[src/rtl/serial_subtractor.sv]
// Bit-serial subtractor: D = A - B - bin, computed LSB first, one bit per clock.
// One full-subtractor cell plus a borrow flop replace WIDTH parallel cells.
// start is accepted only in idle; d/bout/ovf are valid while done is high and
// hold their value until the next operation completes.
module serial_subtractor #(
  parameter int unsigned WIDTH = 4
) (
  input  logic             clk,
  input  logic             rst_n,
  input  logic             start,
  input  logic [WIDTH-1:0] a,
  input  logic [WIDTH-1:0] b,
  input  logic             bin,
  output logic             busy,
  output logic             done,
  output logic [WIDTH-1:0] d,
  output logic             bout,
  output logic             ovf
);

  localparam int unsigned CntW = (WIDTH > 2) ? $clog2(WIDTH) : 1;

  typedef enum logic [1:0] {
    StIdle,
    StShift,
    StDone
  } state_e;

  state_e           state_q;
  logic [WIDTH-1:0] a_sh_q;
  logic [WIDTH-1:0] b_sh_q;
  logic [WIDTH-1:0] r_sh_q;
  logic             br_q;
  logic [CntW-1:0]  cnt_q;
  logic             a_msb_q;
  logic             b_msb_q;

  logic             di;
  logic             br_d;
  logic [WIDTH-1:0] r_sh_d;

  // Full-subtractor cell on the current LSBs and the next result shift value.
  always_comb begin
    di     = a_sh_q[0] ^ b_sh_q[0] ^ br_q;
    br_d   = (~a_sh_q[0] & b_sh_q[0]) | (~(a_sh_q[0] ^ b_sh_q[0]) & br_q);
    r_sh_d = {di, r_sh_q[WIDTH-1:1]};
  end

  // Control FSM, shift datapath and registered outputs.
  always_ff @(posedge clk or negedge rst_n) begin
    if (!rst_n) begin
      state_q <= StIdle;
      a_sh_q  <= '0;
      b_sh_q  <= '0;
      r_sh_q  <= '0;
      br_q    <= 1'b0;
      cnt_q   <= '0;
      a_msb_q <= 1'b0;
      b_msb_q <= 1'b0;
      busy    <= 1'b0;
      done    <= 1'b0;
      d       <= '0;
      bout    <= 1'b0;
      ovf     <= 1'b0;
    end else begin
      case (state_q)
        StIdle: begin
          if (start) begin
            a_sh_q  <= a;
            b_sh_q  <= b;
            br_q    <= bin;
            cnt_q   <= '0;
            r_sh_q  <= '0;
            a_msb_q <= a[WIDTH-1];
            b_msb_q <= b[WIDTH-1];
            busy    <= 1'b1;
            state_q <= StShift;
          end
        end
        StShift: begin
          a_sh_q <= a_sh_q >> 1;
          b_sh_q <= b_sh_q >> 1;
          r_sh_q <= r_sh_d;
          br_q   <= br_d;
          cnt_q  <= cnt_q + CntW'(1);
          if (cnt_q == CntW'(WIDTH - 1)) begin
            d       <= r_sh_d;
            bout    <= br_d;
            // Overflow only possible when operand signs differ; then the
            // result sign must match the minuend sign.
            ovf     <= (a_msb_q != b_msb_q) && (r_sh_d[WIDTH-1] != a_msb_q);
            done    <= 1'b1;
            state_q <= StDone;
          end
        end
        StDone: begin
          done    <= 1'b0;
          busy    <= 1'b0;
          state_q <= StIdle;
        end
        default: begin
          done    <= 1'b0;
          busy    <= 1'b0;
          state_q <= StIdle;
        end
      endcase
    end
  end

endmodule
[config.mk]
export PLATFORM = sky130hd
export DESIGN_NAME = serial_subtractor
export DESIGN_NICKNAME = d
export VERILOG_FILES = /design/src/rtl/serial_subtractor.sv
export SDC_FILE = /design/constraint.sdc
export NUM_CORES = 1
export LEC_CHECK = 0
export ABC_AREA = 1
export BUFFER_PORTS_ARGS = -buffer_cell sky130_fd_sc_hd__buf_2
export CORE_ASPECT_RATIO = 1.1
export CORE_UTILIZATION = 40
export CTS_BUF_LIST = sky130_fd_sc_hd__clkbuf_4
export CTS_CLUSTER_SIZE = 8
export DETAILED_ROUTE_END_ITERATION = 10
export PLACE_DENSITY = 0.66
export SYNTH_ARGS = -nofsm -noshare
export SYNTH_HDL_FRONTEND = slang
export SYNTH_SLANG_ARGS = --single-unit
[constraint.sdc]
create_clock -name clk -period 1.9 [get_ports clk]
set_clock_uncertainty 0.05 [all_clocks]
set_input_delay 0.38 -clock clk [delete_from_list [all_inputs] [get_ports clk]]
set_output_delay 0.38 -clock clk [all_outputs]
set_load 0.02 [all_outputs]
Word-level counts from Yosys, hierarchy flattened
Cells that the tools add are included.

Bits in registers: 27. Bits in read-only memories: 0. Latch bits: 0. Memories: 0. Output and inout port bits: 8. Logic and storage cells: 55. Bits of input ports: 12. RAM bits: 0.

Divide/modulo/power cells: 0. Reductions and logical operators: 9. Muxes and demuxes: 17. Bitwise logic cells: 9. Order comparisons: 0. Add/sub/neg operators: 1. $mul: 0. Eq/ne operators: 6. Shift-type cells: 0.

Operator list (count): $pmux 4 s2 (3); $mux 4 (3); $reduce_and 2->1 (6); $pmux 2 s2 (2); $mux 2 (3); $pmux 1 s2 (3); $ne 2x2->1 const B (2); $not 1->1 (4); $mux 1 (3); $add 2x1->2 const B (1); $and 1x1->1 (2); $eq 2x1->1 const B (1); $eq 2x2->1 const B (1); $logic_not 2->1 (1); $ne 1x1->1 (2); $reduce_bool 2->1 (1); $xor 1x1->1 (2); $logic_and 1x1->1 (1); $or 1x1->1 (1).

Depth between registers and ports, before layout
Gate-level depths: netlist of the first run.

Depth after elaboration: 5. Gate-level depth with buffers: 7. Gate-level depth less buffers: 7.

Worst setup path after synthesis of the first run
OpenSTA, ideal clock, no wires.

Path kind: register to register. Start: register a_sh_q[0]. End: register ovf. Setup time: 116 ps. Arrival time: 1203 ps. Stages on the path, launching flop included: 7. Buffers on the path: 0. Period minus slack after synthesis: 1369 ps. Required time: 1734 ps. Setup slack: 531 ps. Cell sequence: dfrtp_1 fa_1 inv_1 nand3_1 nand2_1 nand2_1 nand2_1.

Longest elaborated chain between the ends: 4.

RTL lines: start, declared (line 30) `logic [WIDTH-1:0] a_sh_q;`; start signal, assigned (line 81) `a_sh_q <= a_sh_q >> 1;`; $xor 1x1->1 (2 in a row) (line 44) `di = a_sh_q[0] ^ b_sh_q[0] ^ br_q;`; named net di (line 38) `logic di;`; $ne 1x1->1 (line 91) `ovf <= (a_msb_q != b_msb_q) && (r_sh_d[WIDTH-1] != a_msb_q);`; $logic_and 1x1->1 (line 91); end signal, assigned (line 91); end, declared (line 18) `output logic ovf`.

The timed path passes the listed nets, and every way through them passes these cells. A chain may end at the register's enable or synchronous reset.

Final worst setup path of the first run
Same ends and word-level chain as after synthesis.

==> results of run 1 <==
==> layout make-up <==
class	instances	area (µm²)
fillers	286	1490
flip-flops and latches	26	651
well taps	33	41.3
inverters	21	81.3
clock buffers	3	22.5
multi-input cells	81	418
repair buffers	20	103
==> how the worst max path moves through the flow <==
stage	startpoint	end	slack, ns	cells after the start
5_1_grt	a_sh_q[0]$_DFFE_PN0P_	ovf$_DFFE_PN0P_	0.28	6
3_3_place_gp	a_sh_q[0]$_DFFE_PN0P_	ovf$_DFFE_PN0P_	0.43	6
6_report	a_sh_q[0]$_DFFE_PN0P_	ovf$_DFFE_PN0P_	0.39	6
2_1_floorplan	a_sh_q[0]$_DFFE_PN0P_	ovf$_DFFE_PN0P_	0.53	6
4_1_cts	a_sh_q[0]$_DFFE_PN0P_	ovf$_DFFE_PN0P_	0.39	6
3_5_place_dp	a_sh_q[0]$_DFFE_PN0P_	ovf$_DFFE_PN0P_	0.41	6
==> registers in the layout (all words and copies together) (netlist names) <==
name and flops:
a_msb_q 1, b_msb_q 1, state_q 2, d 4, r_sh_q 3, b_sh_q 4, done 1, bout 1
busy 1, ovf 1, br_q 1, cnt_q 2, a_sh_q 4
==> metal layers <==
layer,global-route usage [%],vias up
li1,-,460
met1,20.8,419
met2,24.9,18
met3,3.33,2
met4,6.59,0
met5,0,-
==> synth_stat cells, drive strengths merged <==
| library cell | instances | share of area [%] |
|---|---|---|
| nor2 | 4 | 1.9 |
| nand3 | 23 | 9.6 |
| fa | 1 | 1.7 |
| ha | 1 | 1.0 |
| nand2 | 37 | 13 |
| o21ai | 12 | 6.6 |
| buf | 5 | 4.1 |
| dfrtp | 26 | 54 |
| a21oi | 1 | 0.42 |
| inv | 21 | 6.8 |
| nand4 | 2 | 1.0 |
==> stage by stage <==
| step | hold slack [ns] | setup WS, ns |
|---|---|---|
| after floorplan | 0.0344 | 0.531 |
| after global placement | 0.354 | 0.429 |
| after detailed placement | 0.358 | 0.409 |
| after CTS | 0.00268 | 0.390 |
| after global routing | 0.0271 | 0.279 |
| final | -0.00821 | 0.386 |
==> worst max-delay path: stages (launching register included) <==
cell and delay [ns]:
dfrtp_1 0.43, fa_1 0.62, inv_1 0.09, nand3_1 0.08, nand2_1 0.05, nand2_1 0.05, nand2_1 0.04
==> logic make-up after synthesis <==
group | count (synthesis)
AO/OA/AOI/OAI | 13
adder cells (fa/ha/maj) | 2
buffers and inverters | 26
flip-flops | 26
AND/OR/NAND/NOR | 66
==> report_power, final <==
| part | internal [µW] | switching, µW | leakage, µW |
|---|---|---|---|
| combinational | 371 | 678 | 0.000374 |
| clock | 74.0 | 146 | 0.0000138 |
| sequential | 801 | 159 | 0.000325 |
| total | 1250 | 984 | 0.000713 |
==> impl_summary.md, run 1 <==
Run status
The run finished, with violations left. The final reports fail on negative hold slack.

Detailed routing
The length of routed met3 wiring is 81 µm. For this block, wires on met1 add up to 1020 µm. The number of remaining DRC errors is 0. After the first detailed-routing iteration, the DRC count stood at 13. The routed wire length per instance is 11.7 µm. The count of antenna-violating nets left after detailed routing is 0. The topmost layer with routed signal wires is met4.

The first detailed-routing pass took 4 iterations. The final route contains 899 vias. The detail-routed via count per cell is 4.89. The met2 wire length is 1040 µm. After detailed routing, the total wire length is 2160 µm.

Placement
During placement, the flow inserted port buffers numbering 19. The global placement routability congestion is 0.737. The placed instances occupy a cell area of 1290 µm². Detailed placement finished with a half-perimeter wire length of 1610 µm.

Counting tap cells, the placed design contains a total of 181 instances.

Logic synthesis
After synthesis, the netlist uses 17 different library cells. The gate count after technology mapping is 133. Counting every net in the synthesized netlist gives 147. After synthesis, the largest family of logic cells by area is simple AND/OR/NAND/NOR gates. The mapped netlist covers 1200 µm². The post-synthesis sequential element count is 26.

Multiplexer cells account for 0% of the synthesized area. The post-synthesis compound-gate area fraction is 6.99%. A synthesized cell averages 9.01 µm².

The post-synthesis share of cell area spent on full adders, half adders and majority gates is 2.71%. The area fraction in and, or, nand and nor cells after synthesis is 25.2%. Of the total synthesized cell area, the portion taken by XOR and XNOR cells is 0%. The Yosys step of the flow raised 0 warnings.

Sequential cells were found to cover 54.3% of the synthesized design area.

Final layout
The antenna diode count is 0. The final design utilization is 47.0%. The area growth from synthesis to layout is 9.81%. In the final layout, the share of cells above drive strength 1 is 21.9%.

The library cell used most frequently in the layout, excluding fill and tap cells, is nand2_1. The finished layout holds 184 standard cells, fillers aside. Leaving out fill and tap cells, the most frequent cells in the layout are nand2_1 (34), dfrtp_1 (26), nand3_1 (23). The finished cells cover 1320 µm². The final net count is 167.

Setup path
The sort of element at the end of the critical path is a flip-flop. The kind of critical path is flip-flop to flip-flop. The largest fanout on the critical path is 3.

The kind of start point of the critical path is a flip-flop. Counting cells, the worst reg-to-reg path comes to 6. The terminus of the critical flop-to-flop path is ovf$_DFFE_PN0P_. In this run the register-to-register setup slack is 0.39 ns.

The startpoint identified for the worst register-to-register timing path is a_sh_q[0]$_DFFE_PN0P_. STA puts the critical path data arrival time at 1.68 ns. STA puts the critical path data required time at 2.06 ns.

Floorplanning
The chip width is 54.2 µm. The number of standard-cell rows in the floorplan is 20. The overall die height is 59.4 µm.

The full die area is 3220 µm². The initial utilization of the core area, before any placement, comes to 42.8%. In this run the count of I/O pins placed on the die edge is 20. The core region is 2800 µm².

Power and ir drop
Overall power consumption after layout is estimated at 2230 µW. The worst IR drop on VDD is 0.991 mV. The cell area power density is 1690 nW/µm².

The static leakage is 0.000713 µW.

GRT
The first-pass GRT wire length is 3570 µm. Entering global routing, the biggest net connects 27 pins. In the global route stage, overall resource usage came out at 15.8%. The via count of the first global-routing pass came to 832. The number of antenna violations at the first check in global routing is 0. The global route total overflow is 0.

Clock tree
The CTS tree is built. The clock tree root driver cell is clkbuf_4. The clock-pin transition on the worst setup and hold timing paths is 0.13 ns. The number of buffers on the longest clock path is 2.

The clock insertion delay at the later pin of the skew report is 0.31 ns. The number of hold buffers added after CTS was 0. The number of H-tree branching levels is 1. Post-CTS timing repair inserted 0 buffers for setup. Clock tree synthesis found a total of 26 sinks.

The number of buffers inserted during clock tree synthesis is 3. The number of gates resized after CTS was 0.

STA
The final hold violation count is 26. Setup violations remaining at the end of the flow were counted as 0. The worst slew margin relative to its limit is 62.9%.

The post-route setup TNS is 0 ns. The total count of max-transition violations in the final report is 0. Timing would allow up to 661 MHz. For the pin with the worst max-slew slack, the measured transition is 0.557 ns. Dividing the final minimum period by the clock period gives 79.7%. Setup repair after global routing left no endpoint under its margin. The final period demand of the worst path is 1.51 ns. The worst hold slack across all endpoints is -0.00821 ns.

Flow run
The number of maximum-capacitance constraint violations is 0.

Worst hold path
The min-delay analysis places its worst path in the category input pin to async pin.
Power figures use the tool's default switching activity.
==> inputs of run 2 (changes only) <==
==> constraint.sdc (replaced) <==
create_clock -name clk -period 1.47 [get_ports clk]
set_clock_uncertainty 0.05 [all_clocks]
set_input_delay 0.294 -clock clk [delete_from_list [all_inputs] [get_ports clk]]
set_output_delay 0.294 -clock clk [all_outputs]
set_load 0.02 [all_outputs]
==> run 2 against run 1 <==
  * Combinational power is 45% higher
  * Register-to-register slack worse by 0.37 ns
  * Largest cell class unchanged
  * Clock power is 34% higher
  * Total power is 37% higher
  * The flow now finishes without violations
  * Largest power group unchanged
  * Final cell count is 2.7% higher
  * Sequential power is 29% higher
  * Global-route usage is 1.8 points higher
  * Critical path type unchanged
==> impl_summary.md, run 2 (same netlist as run 1, synthesis figures left out) <==
Run status
The run finished with clean final reports.

GRT
The first-pass GRT wire length came to 3990 µm (+12%). The global route total overflow is 0 (unchanged). The maximum number of pins on one net before global-route repair came to 27 (unchanged).

The all-layer global routing usage is 17.6% (+1.8 points). The via count of the first global-routing pass is 919 (+10%). The number of antenna violations at the first check in global routing came to 0 (unchanged).

Clock tree
The number of buffers on the longest clock path is 2 (unchanged). TritonCTS built the clock tree. The clock insertion delay at the later pin of the skew report is 0.31 ns (about the same). The root buffer cell chosen for the clock tree is clkbuf_4.

The number of buffers inserted during clock tree synthesis came to 3 (unchanged). The number of H-tree branching levels is 1 (unchanged). The clock-pin transition on the worst setup and hold timing paths came to 0.13 ns (about the same). The clock sink total is 26 (unchanged).

STA
The maximum clock frequency is 690 MHz (+4.4%). The total count of max-transition violations in the final report is 0 (unchanged). The final period demand of the worst path is 1.45 ns (-0.0641 ns).

The worst slew margin relative to its limit is 61.9% (-1.0 points). Setup repair after global routing could not meet its margin everywhere. The worst hold slack across all endpoints is 0.143 ns (+0.151 ns). The measured slew at the worst slew-check pin came to 0.572 ns (+0.0154 ns). The part of the cycle the worst path needs is 98.6% (+19 points). The final setup violation count was 0 (unchanged). The final hold violation count is 0 (-100%).

Worst hold path
The type of the most critical hold path is input pin to flip-flop. The number of cells traversed by the worst hold path is 3.

Floorplanning
The number of standard-cell rows in the floorplan came to 20 (unchanged). The total core area was 2800 µm² (unchanged). The number of top-level pins is 20 (unchanged). The overall die height came to 59.4 µm (unchanged). The chip width is 54.2 µm (unchanged).

The full die area is 3220 µm² (unchanged). The initial core utilization was 42.8% (unchanged).

Setup path
The largest stage delay on the critical path was 0.60 ns (-0.02 ns). The count of buffer and inverter cells on the critical path was 2 (+1). The worst setup path is launched from a flip-flop. The required arrival time at the worst endpoint is 1.64 ns (-0.42 ns). The arrival time at the worst endpoint is 1.62 ns (-0.06 ns). The cell family contributing the most delay on the critical path is adder cells. The largest fanout on the critical path is 3 (unchanged). The path length in cells of the critical path is 7 (+1). The signal on the critical path passes through inv_2, fa_2, inv_2, nand3_2, nand2_1, nand2_1, nand2_1. The slowest cell on the critical path is fa_2. By instance count, the cell type seen most on the critical path is nand2_1. The sort of element at the end of the critical path is a flip-flop. The number of cells traversed by the worst register-to-register path was 7 (+1). The kind of critical path is flip-flop to flip-flop.

Final layout
From synthesis to final layout, the design area changed by 14.2%. The layout cell share with drive strength beyond 1 was 28.2% (+6.4 points). The antenna diode count is 0 (unchanged). The filler-free cell count of the finished design came to 189 (+2.7%).

The footprint of the multi-input gates is 430 µm² (+3.0%). The total area of sequential cells is 651 µm² (unchanged). In the layout the commonest cells are nand2_1 (33), dfrtp_1 (26), nand3_1 (22).

The number of fill cells in the layout came to 267 (-6.6%). Leaving out fill and tap cells, the most frequent cell in the layout is nand2_1. The final net count is 172 (+3.0%).

In the final layout, the registers with the most flip-flops are a_sh_q x4, b_sh_q x4, d x4.

Detailed routing
The routed via count was 941 (+4.7%). The detailed-routing iteration count for the pre-antenna-repair pass came to 4 (unchanged). The violation count after the first detailed-routing iteration is 14 (+1). The count of antenna-violating nets left after detailed routing is 0 (unchanged).

The routed wire length per instance is 12.1 µm (+2.8%). The number of remaining DRC errors came to 0 (unchanged). The routed wire length came to 2280 µm (+5.6%).

The detail-routed via count per cell is 4.98 (+1.9%).

Power and ir drop
The worst IR drop on VDD came to 1.33 mV (+34%). The static leakage came to 0.000733 µW (+2.8%). The cell area power density came to 2230 nW/µm² (+32%).

Flow run
The number of maximum-capacitance constraint violations is 0 (unchanged).

Placement
The number of buffer cells added on primary ports came to 19 (unchanged). The global placement routability congestion is 0.756 (+2.6%). The cell count after placement is 183 (+1.1%). The half-perimeter wire length after detailed placement is 1620 µm (+0.89%).
==> run 2: report_power, final <==
group,internal (µW),switching (µW),leakage [µW]
sequential,1040,209,0.000325
clock,95.8,200,0.0000138
combinational,595,921,0.000394
==> run 2: final cells by class <==
cell class | instances | share of cell area, %
multi-input cells | 81 | 31.4
inverters | 21 | 5.94
flip-flops and latches | 26 | 47.5
well taps | 33 | 3.02
repair buffers | 25 | 10.4
clock buffers | 3 | 1.65
==> run 2: repair_timing <==
action | 4_1_cts | 5_1_grt
gates resized for setup | 3 | 4
pin swaps | 2 | 4
endpoints found under the hold margin | 26 | 0
endpoints found under the setup margin | 1 | 8
setup buffers | 1 | 1
hold buffers | 1 | 0
==> run 2: worst paths after layout <==
path | start | end | slack [ns]
max | b_sh_q[0]$_DFFE_PN0P_ | ovf$_DFFE_PN0P_ | 0.02
min | a[3] | a_sh_q[3]$_DFFE_PN0P_ | 0.14
max reg2reg | b_sh_q[0]$_DFFE_PN0P_ | ovf$_DFFE_PN0P_ | 0.02
min reg2reg | d[0]$_DFFE_PN0P_ | d[0]$_DFFE_PN0P_ | 0.44
max in group asynchronous | rst_n | r_sh_q[3]$_DFFE_PN0P_ | 0.56
min in group asynchronous | rst_n | d[2]$_DFFE_PN0P_ | 0.44
==> run 2: worst register-to-register path: stages (launching register included) <==
cell	delay, ns
dfrtp_1	0.38
inv_2	0.05
fa_2	0.60
inv_2	0.05
nand3_2	0.06
nand2_1	0.06
nand2_1	0.07
nand2_1	0.05
==> run 2: metrics by stage <==
stage | TNS, ns | util, % | area (µm²) | setup WS, ns | total power, µW
after floorplan | 0 | - | 1200 | 0.101 | 2320
final | 0 | 48.8 | 1370 | 0.0203 | 3060
after detailed placement | -0.00518 | 46.7 | 1310 | -0.00518 | 2630
after global routing | -0.0665 | 48.8 | 1370 | -0.0559 | 3330
after CTS | 0 | 48.3 | 1350 | 0.00408 | 3020
after global placement | 0 | 46.7 | 1310 | 0.0653 | 2590
==> run 2: metal layers <==
metal	vias to the layer above	track usage [%]	part of all wire, %
li1	468	-	-
met1	451	23.7	45
met2	18	27.0	50
met3	4	2.82	3.2
met4	0	8.79	1.5
met5	-	0	0
